$ cat src/rtl/add_mul_sub_4_bit_arbiter.sv
// rtl/add_mul_sub_4_bit_arbiter.sv - round-robin arbiter sharing one 4-bit add/sub/mul ALU among three requesters
// Op codes: 00 a+b, 01 a-b, 10 b-a, 11 a*b; results are 8-bit modulo (two's complement for differences).

module add_mul_sub_4_bit (
  input  logic [3:0] a,
  input  logic [3:0] b,
  input  logic       operation_1_,
  input  logic       operation_0_,
  output logic [7:0] result
);
  logic [7:0] ax;
  logic [7:0] bx;

  assign ax = {4'b0000, a};
  assign bx = {4'b0000, b};

  always_comb begin
    case ({operation_1_, operation_0_})
      2'b00:   result = ax + bx;
      2'b01:   result = ax - bx;
      2'b10:   result = bx - ax;
      default: result = ax * bx;
    endcase
  end
endmodule

module add_mul_sub_4_bit_arbiter #(
  parameter int CNT_W = 16
) (
  input  logic             clk,
  input  logic             rst_n,
  input  logic [2:0]       req_valid,
  output logic [2:0]       req_ready,
  input  logic [11:0]      req_a,
  input  logic [11:0]      req_b,
  input  logic [5:0]       req_op,
  output logic [2:0]       resp_valid,
  input  logic [2:0]       resp_ready,
  output logic [7:0]       resp_result,
  output logic [1:0]       grant_id,
  output logic             busy,
  output logic [CNT_W-1:0] op_count
);
  typedef enum logic [1:0] {IDLE, EXEC, RESP} state_t;

  state_t     state;
  logic [1:0] last_grant;
  logic [1:0] lat_id;
  logic [3:0] lat_a;
  logic [3:0] lat_b;
  logic [1:0] lat_op;
  logic [7:0] alu_result;
  logic [1:0] start;
  logic [2:0] sum;
  logic [1:0] pick;
  logic       pick_valid;

  // Descending scan so the requester closest after last_grant wins.
  always_comb begin
    start      = (last_grant == 2'd2) ? 2'd0 : last_grant + 2'd1;
    pick       = 2'd0;
    pick_valid = 1'b0;
    sum        = 3'd0;
    for (int k = 2; k >= 0; k--) begin
      sum = {1'b0, start} + 3'(k);
      if (sum >= 3'd3) sum = sum - 3'd3;
      if (req_valid[sum[1:0]]) begin
        pick       = sum[1:0];
        pick_valid = 1'b1;
      end
    end
  end

  assign req_ready = (rst_n && state == IDLE && pick_valid) ? (3'b001 << pick) : 3'b000;

  add_mul_sub_4_bit u_alu (
    .a            (lat_a),
    .b            (lat_b),
    .operation_1_ (lat_op[1]),
    .operation_0_ (lat_op[0]),
    .result       (alu_result)
  );

  always_ff @(posedge clk) begin
    if (!rst_n) begin
      state       <= IDLE;
      last_grant  <= 2'd2;
      lat_id      <= 2'd0;
      lat_a       <= 4'd0;
      lat_b       <= 4'd0;
      lat_op      <= 2'd0;
      resp_result <= 8'd0;
      resp_valid  <= 3'b000;
      grant_id    <= 2'd3;
      busy        <= 1'b0;
      op_count    <= '0;
    end else begin
      case (state)
        IDLE: begin
          if (pick_valid) begin
            lat_a    <= req_a[{pick, 2'b00} +: 4];
            lat_b    <= req_b[{pick, 2'b00} +: 4];
            lat_op   <= req_op[{pick, 1'b0} +: 2];
            lat_id   <= pick;
            grant_id <= pick;
            busy     <= 1'b1;
            state    <= EXEC;
          end
        end
        EXEC: begin
          resp_result <= alu_result;
          resp_valid  <= 3'b001 << lat_id;
          state       <= RESP;
        end
        RESP: begin
          if (resp_ready[lat_id]) begin
            resp_valid <= 3'b000;
            grant_id   <= 2'd3;
            busy       <= 1'b0;
            last_grant <= lat_id;
            if (op_count != '1) op_count <= op_count + CNT_W'(1);
            state      <= IDLE;
          end
        end
        default: state <= IDLE;
      endcase
    end
  end
endmodule

$ cat config.mk
export PLATFORM = sky130hd
export DESIGN_NAME = add_mul_sub_4_bit_arbiter
export DESIGN_NICKNAME = d
export VERILOG_FILES = /design/src/rtl/add_mul_sub_4_bit_arbiter.sv
export SDC_FILE = /design/constraint.sdc
export NUM_CORES = 1
export LEC_CHECK = 0
export ABC_AREA = 0
export BUFFER_PORTS_ARGS = -buffer_cell sky130_fd_sc_hd__buf_2
export CORE_MARGIN = 4
export CORE_UTILIZATION = 35
export CTS_CLUSTER_DIAMETER = 40
export DETAILED_ROUTE_END_ITERATION = 7
export MAX_ROUTING_LAYER = met4
export SETUP_SLACK_MARGIN = 0.3
export SKIP_LAST_GASP = 1
export SLEW_MARGIN = 20
export SYNTH_ARGS = -nofsm -noshare
export SYNTH_HDL_FRONTEND = slang
export SYNTH_SLANG_ARGS = --single-unit
$ cat constraint.sdc
create_clock -name clk -period 4.4 [get_ports clk]
set_input_delay 0 -clock clk [delete_from_list [all_inputs] [get_ports clk]]
set_output_delay 0 -clock clk [all_outputs]
set_load 0.05 [all_outputs]
==> results.py <==
metrics = {
    "routing": {
        "vias_per_cell": 5.469,
        "wl_per_cell_um": 15.19,
        "antenna_left": 0,
        "vias": 2866,
        "drc": 0,
        "drt-total-wl_um": 7961,
        "dr.pass1.iters": 5,
        "drt_iter0_markers": 208,
    },
    "cts": {
        "numCtsBuffers": 5,
        "cts_sinks": 46,
        "cts_tree": "built",
        "clkSlewWorstSetupHoldPaths_ps": 90,
        "cts.htree.levels": 2,
        "cts_root_buffer": "clkbuf_8",
        "cts_buffer_depth": 2,
        "post_cts_buffers": 0,
        "clock_latency_ps": 300,
    },
    "worst_hold_path": {
        "min_from": "req_op[3]",
        "min_path_cells": 3,
        "hold_class": "in -> reg",
        "holdPathEnd": "lat_op[1]$_SDFFE_PN0P_",
    },
    "global_route": {
        "grtUsageTotal_pct": 16.14,
        "first_global_vias": 2753,
        "grt_first_pass_wirelength_um": 13060,
        "grt_max_degree": 30,
        "antenna_found_initial": 0,
        "grt_overflow_total": 0,
    },
    "placed_design": {
        "routabilityCongestion": 0.8703,
        "port_buffers": 70,
        "dp_hpwl_um": 6071,
        "dp.cells": 515,
    },
    "pwr": {
        "max-vdd-ir-drop_v": 0.0001452,
        "power_uw": 1182,
        "p_leak_uw": 0.001547,
        "power_density_nw_per_um2": 333.8,
    },
    "worst_setup_path": {
        "r2r-start": "lat_a[1]$_SDFFE_PN0P_",
        "r2r_slack_ps": 1300,
        "reg2reg_to": "resp_result[3]$_SDFFE_PN0P_",
        "cp.required_ps": 4560,
        "crit_path_start_kind": "register",
        "worstSetupPathType": "reg -> reg",
        "cp.arrival_ps": 3260,
        "end_kind": "register",
        "r2r_cells": 10,
        "path_max_fanout": 7,
    },
    "logic_synthesis": {
        "synth-seq-cells": 46,
        "ys_types": 52,
        "yosysTopAreaCellShare_pct": 30.58,
        "yosysWarnings": 0,
        "async_flop_share_pct": 0,
        "synth_fp_nets": 431,
        "seq_area_frac_synth_pct": 30.58,
        "syn-instance-count": 361,
        "avgSynthCellArea_um2": 8.342,
        "synth_edf_count": 0,
        "synth.largest_area_cell": "dfxtp_1",
        "netlist_area_um2": 3012,
        "synthTopCellsByArea": "dfxtp_1, ha_1, a21oi_1",
        "ys.flop_type": "dfxtp_1",
    },
    "cells_and_area": {
        "utilization_pct": 42.65,
        "syn_to_final_growth_pct": 17.53,
        "antennaDiodeCount": 0,
        "fillers": 843,
        "layout-drive-gt1-share_pct": 21.00,
        "nets": 488,
        "fin_cells": 524,
    },
    "sta": {
        "relSlewSlack_pct": 44.64,
        "setup_violations": 0,
        "min_period_ps": 3102,
        "final-hold-violation-count": 0,
        "min_period_over_period_pct": 70.49,
        "tns_ps": 0,
        "rsz0062_at_grt": "no",
        "finalClockSkew_ps": 11.56,
        "slew_violations": 0,
        "fmax_ghz": 0.3224,
        "worstMarginPinSlew_ps": 829.4,
        "finalHoldWorstSlack_ps": 12.74,
    },
    "die": {
        "core-area_um2": 8299,
        "ioPinCount": 71,
        "rows": 33,
        "dieHeight_um": 100.8,
        "dieArea_um2": 10150,
        "initial_core_util_pct": 36.29,
        "die_width_um": 100.8,
    },
    "flow_run": {
        "cap_viol_max_count": 0,
    },
    "status": {
        "status": "finished clean",
    },
}
cell usage after synthesis (all sizes together) (5+ instances only):
master / count
nor2: 31
nand2: 30
o211ai: 5
fa: 7
or3: 7
and2: 5
a21oi: 33
nor3: 7
nor3b: 5
nand3: 11
xnor2: 6
ha: 25
nand2b: 5
mux2i: 7
a31oi: 7
dfxtp: 46
clkbuf: 19
nor2b: 5
o21ai: 29
a222oi: 10
inv: 19
sequential cells by signal, summed over array words and instances, names as in the netlist:
signal       count
resp_valid       3
last_grant       2
state            2
lat_id           2
resp_result      8
op_count        16
grant_id         2
lat_b            4
lat_op           2
lat_a            4
busy             1
cells by family (layout without fill, tap and decap cells):
kind of cell,after synthesis,after routing,synth area share (%)
compound gates,105,105,22.64
flops,46,46,30.58
mux,8,8,3.074
fa+ha+maj,32,32,15.04
simple gates,122,122,21.31
buf+inv,41,99,5.318
xor+xnor,7,7,2.036
layout make-up:
| class | count | area [µm²] | share of cell area, % |
|---|---|---|---|
| inverters | 19 | 71.32 | 2.015 |
| flip-flops and latches | 46 | 920.9 | 26.02 |
| repair buffers | 72 | 367.9 | 10.39 |
| multi-input cells | 274 | 1936 | 54.68 |
| clock inverters | 3 | 43.79 | 1.237 |
| clock buffers | 5 | 68.82 | 1.944 |
| well taps | 105 | 131.4 | 3.712 |
report_power, final:
part / internal [µW] / switching (µW)
logic: 134 / 230
registers: 448 / 44.5
clock network: 171 / 154
total: 753 / 429
critical path, cell delays in order, from the launching register on:
cell,delay (ps)
dfxtp_1,510
nand2_1,130
fa_1,510
inv_1,50
fa_1,530
fa_1,480
and2_0,160
a311oi_1,250
a31oi_1,110
a31oi_1,140
o41ai_1,90
cell usage in the layout (no fill, tap or decap), types with 4 or more instances in the layout:
| cell | count |
|---|---|
| a21oi_1 | 33 |
| a222oi_1 | 10 |
| a31oi_1 | 7 |
| and2_1 | 4 |
| buf_2 | 70 |
| clkbuf_8 | 5 |
| dfxtp_1 | 46 |
| fa_1 | 7 |
| ha_1 | 25 |
| inv_1 | 19 |
| mux2i_1 | 7 |
| nand2_1 | 30 |
| nand2b_1 | 5 |
| nand3_1 | 11 |
| nor2_1 | 31 |
| nor2b_1 | 5 |
| nor3_1 | 6 |
| nor3b_1 | 5 |
| o211ai_1 | 4 |
| o21ai_0 | 24 |
| o21ai_1 | 4 |
| o31ai_1 | 4 |
| or3_1 | 7 |
| or4_1 | 4 |
| xnor2_1 | 6 |
worst max-delay path by stage:
stage / startpoint / to / slack (ps)
2_1_floorplan: lat_a[1]$_SDFFE_PN0P_ / resp_result[3]$_SDFFE_PN0P_ / 1490
3_3_place_gp: lat_a[1]$_SDFFE_PN0P_ / resp_result[3]$_SDFFE_PN0P_ / 1330
3_5_place_dp: lat_a[1]$_SDFFE_PN0P_ / resp_result[3]$_SDFFE_PN0P_ / 1290
4_1_cts: lat_a[1]$_SDFFE_PN0P_ / resp_result[3]$_SDFFE_PN0P_ / 1280
5_1_grt: lat_a[1]$_SDFFE_PN0P_ / resp_result[3]$_SDFFE_PN0P_ / 1140
6_report: lat_a[1]$_SDFFE_PN0P_ / resp_result[3]$_SDFFE_PN0P_ / 1300
per-layer routing:
| metal | wire [µm] | part of all wire, % | up-vias | global-route usage [%] |
|---|---|---|---|---|
| met5 | 0 | 0 | - | - |
| met4 | 80 | 1.0 | 0 | 4.767 |
| met3 | 452 | 5.7 | 6 | 2.561 |
| met2 | 3808 | 48 | 81 | 26.89 |
| met1 | 3618 | 45 | 1359 | 20.15 |
| li1 | - | - | 1420 | - |
through the flow:
step / setup WS, ps / area [µm²]
floorplan: 1492 / 3012
global placement: 1334 / 3417
global route: 1139 / 3540
CTS: 1283 / 3540
detailed placement: 1290 / 3417
finish: 1298 / 3540
what timing repair did:
item / 4_1_cts / 5_1_grt
hold buffers: 1 / 0
resized for setup: 0 / 0
endpoints found under the hold margin: 1 / 0
Note: power is estimated with default switching activity, not from simulation.
